## src/rtl/accumulator_nb.sv

```systemverilog
// accumulator_nb: sums COUNT operand beats into one N-bit result, then holds
// the result until the consumer takes it. Input side and output side use
// valid/ready handshakes; the block never accepts a beat while holding.
//
// Build option: define ACC_SATURATE_EN to clamp the accumulator at all ones
// once any beat carries out; leave it undefined for modulo-2^N wrap.
// out_ovf is the sticky carry flag in both builds.

// Plain N-bit ripple-style adder with carry in/out; the only adder on the
// accumulator data path.
module full_adder_Nb #(
  parameter int N = 16
) (
  input  logic [N-1:0] i_a,
  input  logic [N-1:0] i_b,
  input  logic         i_cin,
  output logic [N-1:0] o_sum,
  output logic         o_cout
);

  logic [N:0] w_full;

  assign w_full = {1'b0, i_a} + {1'b0, i_b} + {{N{1'b0}}, i_cin};
  assign o_sum  = w_full[N-1:0];
  assign o_cout = w_full[N];

endmodule

module accumulator_nb #(
  parameter int N     = 16,
  parameter int COUNT = 4
) (
  input  logic         clk,
  input  logic         rst,
  input  logic [N-1:0] in_data,
  input  logic         in_valid,
  output logic         in_ready,
  output logic [N-1:0] out_data,
  output logic         out_valid,
  input  logic         out_ready,
  output logic         out_ovf
);

  localparam int CW = $clog2(COUNT + 1);

  typedef enum logic {
    ACCUM = 1'b0,
    HOLD  = 1'b1
  } state_t;

  state_t         r_state;
  state_t         w_state_nxt;
  logic [N-1:0]   r_acc;
  logic [CW-1:0]  r_cnt;
  logic           r_ovf;

  logic [N-1:0]   w_sum;
  logic           w_carry;
  logic [N-1:0]   w_acc_nxt;
  logic           w_accept;
  logic           w_last;
  logic           w_take;

`ifdef ACC_SATURATE_EN
  // Clamp to all ones once the running total has exceeded the N-bit range;
  // the sticky flag keeps later beats pinned at the ceiling.
  function automatic logic [N-1:0] sat_acc(input logic [N-1:0] sum,
                                           input logic         sat);
    return sat ? {N{1'b1}} : sum;
  endfunction
`endif

  full_adder_Nb #(
    .N(N)
  ) u_add (
    .i_a   (r_acc),
    .i_b   (in_data),
    .i_cin (1'b0),
    .o_sum (w_sum),
    .o_cout(w_carry)
  );

  // A beat is only taken in ACCUM; the result is only handed off in HOLD.
  assign w_accept = in_valid && (r_state == ACCUM);
  assign w_last   = (r_cnt == CW'(COUNT - 1));
  assign w_take   = out_ready && (r_state == HOLD);

`ifdef ACC_SATURATE_EN
  assign w_acc_nxt = sat_acc(w_sum, w_carry || r_ovf);
`else
  assign w_acc_nxt = w_sum;
`endif

  assign in_ready  = (r_state == ACCUM);
  assign out_valid = (r_state == HOLD);
  assign out_data  = r_acc;
  assign out_ovf   = r_ovf;

  // Next-state logic: move to HOLD on the edge accepting the final beat,
  // back to ACCUM when the consumer takes the result.
  always_comb begin
    w_state_nxt = r_state;
    case (r_state)
      ACCUM:   if (w_accept && w_last) w_state_nxt = HOLD;
      HOLD:    if (out_ready)          w_state_nxt = ACCUM;
      default: w_state_nxt = ACCUM;
    endcase
  end

  // State register; reset wins over every handshake.
  always_ff @(posedge clk) begin
    if (rst) r_state <= ACCUM;
    else     r_state <= w_state_nxt;
  end

  // Accumulator, beat counter and sticky overflow; cleared on reset and on
  // handoff, frozen on idle cycles and while holding.
  always_ff @(posedge clk) begin
    if (rst || w_take) begin
      r_acc <= '0;
      r_cnt <= '0;
      r_ovf <= 1'b0;
    end else if (w_accept) begin
      r_acc <= w_acc_nxt;
      r_cnt <= r_cnt + CW'(1);
      r_ovf <= r_ovf | w_carry;
    end
  end

endmodule

```

## config.mk

```make
export PLATFORM = sky130hd
export DESIGN_NAME = accumulator_nb
export DESIGN_NICKNAME = d
export VERILOG_FILES = /design/src/rtl/accumulator_nb.sv
export SDC_FILE = /design/constraint.sdc
export NUM_CORES = 1
export LEC_CHECK = 0
export BUFFER_PORTS_ARGS = -buffer_cell sky130_fd_sc_hd__buf_2
export CAP_MARGIN = 40
export CORE_MARGIN = 2
export CORE_UTILIZATION = 53
export DETAILED_ROUTE_END_ITERATION = 6
export PLACE_DENSITY_LB_ADDON = 0.05
export REMOVE_ABC_BUFFERS = 1
export SYNTH_ARGS = -nofsm -noshare
export SYNTH_HDL_FRONTEND = slang
export SYNTH_SLANG_ARGS = --single-unit
```

## constraint.sdc

```tcl
create_clock -name clk -period 2.3 [get_ports clk]
set_clock_uncertainty 0.05 [all_clocks]
set_input_delay 0.23 -clock clk [delete_from_list [all_inputs] [get_ports clk]]
set_output_delay 0.23 -clock clk [all_outputs]
set_load 0.05 [all_outputs]
```

==> results.py <==
metrics = {
    "detailed_routing": {
        "drtIter0Drc": 62,
        "wl_per_cell_um": 14.1,
        "first_pass_iters": 4,
        "vias_per_cell": 5.77,
        "wl_mm": 3.89,
        "postRouteAntennaNets": 0,
        "drc": 0,
        "dr_total_vias": 1586,
    },
    "place": {
        "io_buffers": 38,
        "post-dp-hpwl_mm": 2.97,
        "gp_congestion": 0.842,
    },
    "floorplanning": {
        "pin_count": 39,
        "core_mm2": 0.00298,
        "die_y_um": 59.5,
        "rows": 20,
        "dieArea_mm2": 0.00354,
        "die_w_um": 59.5,
        "initial_core_util_pct": 54.8,
    },
    "logic_synthesis": {
        "ys_top_cells_by_area": "dfxtp_1 (26%), ha_1 (14%), a21oi_1 (6.7%)",
        "yosysSeqAreaShare_pct": 25.8,
        "ys_types": 47,
        "syn_area_mm2": 0.00163,
        "synth_warnings": 0,
        "synth_edf_count": 0,
        "avgSynthCellArea_um2": 8.20,
        "yosys.area.top_type_share_pct": 25.8,
        "async_flop_share_pct": 0,
        "synth_flop_cell": "dfxtp_1",
        "ys_seq_elements": 21,
        "yosys.area.top_type": "dfxtp_1",
        "netlist_instances": 199,
    },
    "worst_setup_path": {
        "worst-path-buf-inv": 0,
        "slowest_delay_ns": 0.41,
        "cp-start-kind": "flip-flop",
        "cp_data_required_time_ns": 2.47,
        "slowest_stage": "fa_1",
        "cp_top_family": "compound AO/OA/AOI/OAI gates",
        "crit_chain": "ha_1, fa_1, a21o_1, a221oi_4, nor3_2, o2111ai_2, o211ai_2",
        "path_max_fanout": 4,
        "critical_path_arrival_ns": 2.32,
        "cp-end-kind": "flip-flop",
        "worstSetupPathType": "reg2reg",
    },
    "grt": {
        "grt_max_degree": 15,
        "grt-ovfl-total": 0,
        "grt_pass1_vias": 1406,
        "grt_pass1_wl_mm": 6.16,
        "grt_antenna_before_repair": 0,
        "grt_usage_pct": 22.7,
    },
    "timing": {
        "setup_viol": 0,
        "tightest_slew_ns": 0.505,
        "hold_violations": 0,
        "fmax_mhz": 465,
        "report.final.slew_viol_count": 0,
        "rsz0062_at_grt": "false",
        "fin_crit_sh_pct": 93.5,
        "period_needed_ns": 2.15,
        "slew_headroom_pct": 66.3,
        "setup_tns_ns": 0,
    },
    "cells_and_area": {
        "diodes": 0,
        "layout.nets": 282,
        "layout-drive-gt1-share_pct": 25.6,
        "syn_to_final_growth_pct": 18.2,
        "utilization_pct": 64.7,
    },
    "cts": {
        "clk_path_buf_depth": 2,
        "htreeDepth": 1,
        "numCtsBuffers": 3,
        "root_buffer": "clkbuf_4",
        "holdBufCountCts": 0,
        "cts_tree": "done",
        "cts.reportedPaths.clkPinSlew_ns": 0.13,
        "cts_sinks": 21,
        "clock_latency_ns": 0.33,
    },
    "power_and_ir_drop": {
        "ir_drop_uv": 321,
        "p_leak_nw": 0.919,
        "powerDensity_mw_per_mm2": 687,
    },
    "hold_path": {
        "hold_path.class": "in2reg",
    },
    "flow_run": {
        "cap_violations": 0,
    },
    "status": {
        "status": "finished clean",
    },
}
-- cells in the final DEF (no fill, tap or decap), types with 5 or more instances in the layout --
master	instances
buf_4	6
a21oi_1	22
o21ai_0	6
nand2_1	26
buf_2	38
nor3_1	5
o21ai_1	7
nor2_1	15
dfxtp_1	21
a21o_1	5
ha_1	18
nand3_1	8
-- per-layer routing --
metal  GRT usage, %  up-vias  wire length, um
li1               -      821                -
met1           31.4      725             1880
met4           6.82        0               47
met2           36.1       35             1800
met5              0        -                0
met3           3.71        5              157
-- power by group --
group	switching [W]	total [W]	leakage [nW]	internal, W
registers	0.0000338	0.000444	0.173	0.000410
clock network	0.000133	0.000198	0.0177	0.0000654
logic	0.000441	0.000683	0.728	0.000243
total	0.000607	0.00133	0.919	0.000718
-- stage by stage --
stage	instance area [um^2]	instances	total power (W)	setup slack [ns]	hold slack (ns)
final	1930	275	0.00133	0.150	0.103
after global routing	1930	275	0.00141	0.0105	0.113
after CTS	1900	273	0.00132	0.0416	0.0981
after detailed placement	1870	269	0.00112	0.0249	0.409
after global placement	1870	269	0.00111	0.0922	0.399
after floorplan	1610	194	0.000975	0.000572	0.321
-- what timing repair did --
item | in CTS | in global routing
buffers inserted | 0 | 2
resized for setup | 0 | 2
setup endpoints to repair | 0 | 2
-- synthesized netlist by cell type, types with 2 or more instances --
cell type	n
inv_1	4
nand2_1	26
o21ai_0	6
clkbuf_1	5
and3b_1	2
a21boi_0	2
nor2_1	15
nand3_1	8
o31ai_1	4
nand2_2	2
a21boi_1	2
and3_1	2
o21ai_1	7
xnor2_1	4
nor3_1	6
a21oi_1	22
o211ai_1	3
mux2i_1	2
nor2b_1	2
ha_1	18
xor2_1	3
a21oi_2	2
nand4_1	2
dfxtp_1	21
nand2b_1	2
a21o_1	5
a211oi_1	2
-- worst min-delay path: stages --
cell and delay (ns):
buf_2 0.10, a21oi_1 0.05, nor2_1 0.07
-- kinds of logic (layout without fill, tap and decap cells) --
group                      after synthesis  in the layout  synth area share [%]
muxes                                    2              2                  1.23
AOI/OAI and AO/OA                       69             69                  30.4
xor gates and xnor gates                 7              7                  3.76
buffers and inverters                    9             52                  2.07
adders and majority gates               19             19                  15.0
DFF                                     21             21                  25.8
and+or+nand+nor                         72             72                  21.8
-- registers in the layout, indices dropped and copies added, names as in the netlist --
| name | count |
|---|---|
| out_ovf | 1 |
| out_valid | 1 |
| r_cnt | 3 |
| out_data | 16 |
-- worst paths after layout --
kind | startpoint | end | slack, ns | depth (start not counted)
setup / recovery | out_data[0]$_SDFFE_PP0P_ | out_data[14]$_SDFFE_PP0P_ | 0.15 | 7
hold / removal | in_valid | out_valid$_SDFF_PP0_ | 0.10 | 3
setup reg to reg | out_data[0]$_SDFFE_PP0P_ | out_data[14]$_SDFFE_PP0P_ | 0.15 | 7
hold reg to reg | out_data[8]$_SDFFE_PP0P_ | out_data[8]$_SDFFE_PP0P_ | 0.43 | 2
-- cell type report --
cell class / count / area, um^2
Timing Repair Buffer: 44 / 235
Fill cell: 275 / 1050
Tap cell: 33 / 41.3
Clock buffer: 3 / 22.5
Multi-Input combinational cell: 169 / 1190
Inverter: 4 / 15.0
Sequential cell: 21 / 420
Clock inverter: 1 / 5.00
Note: power is estimated with default switching activity, not from simulation.
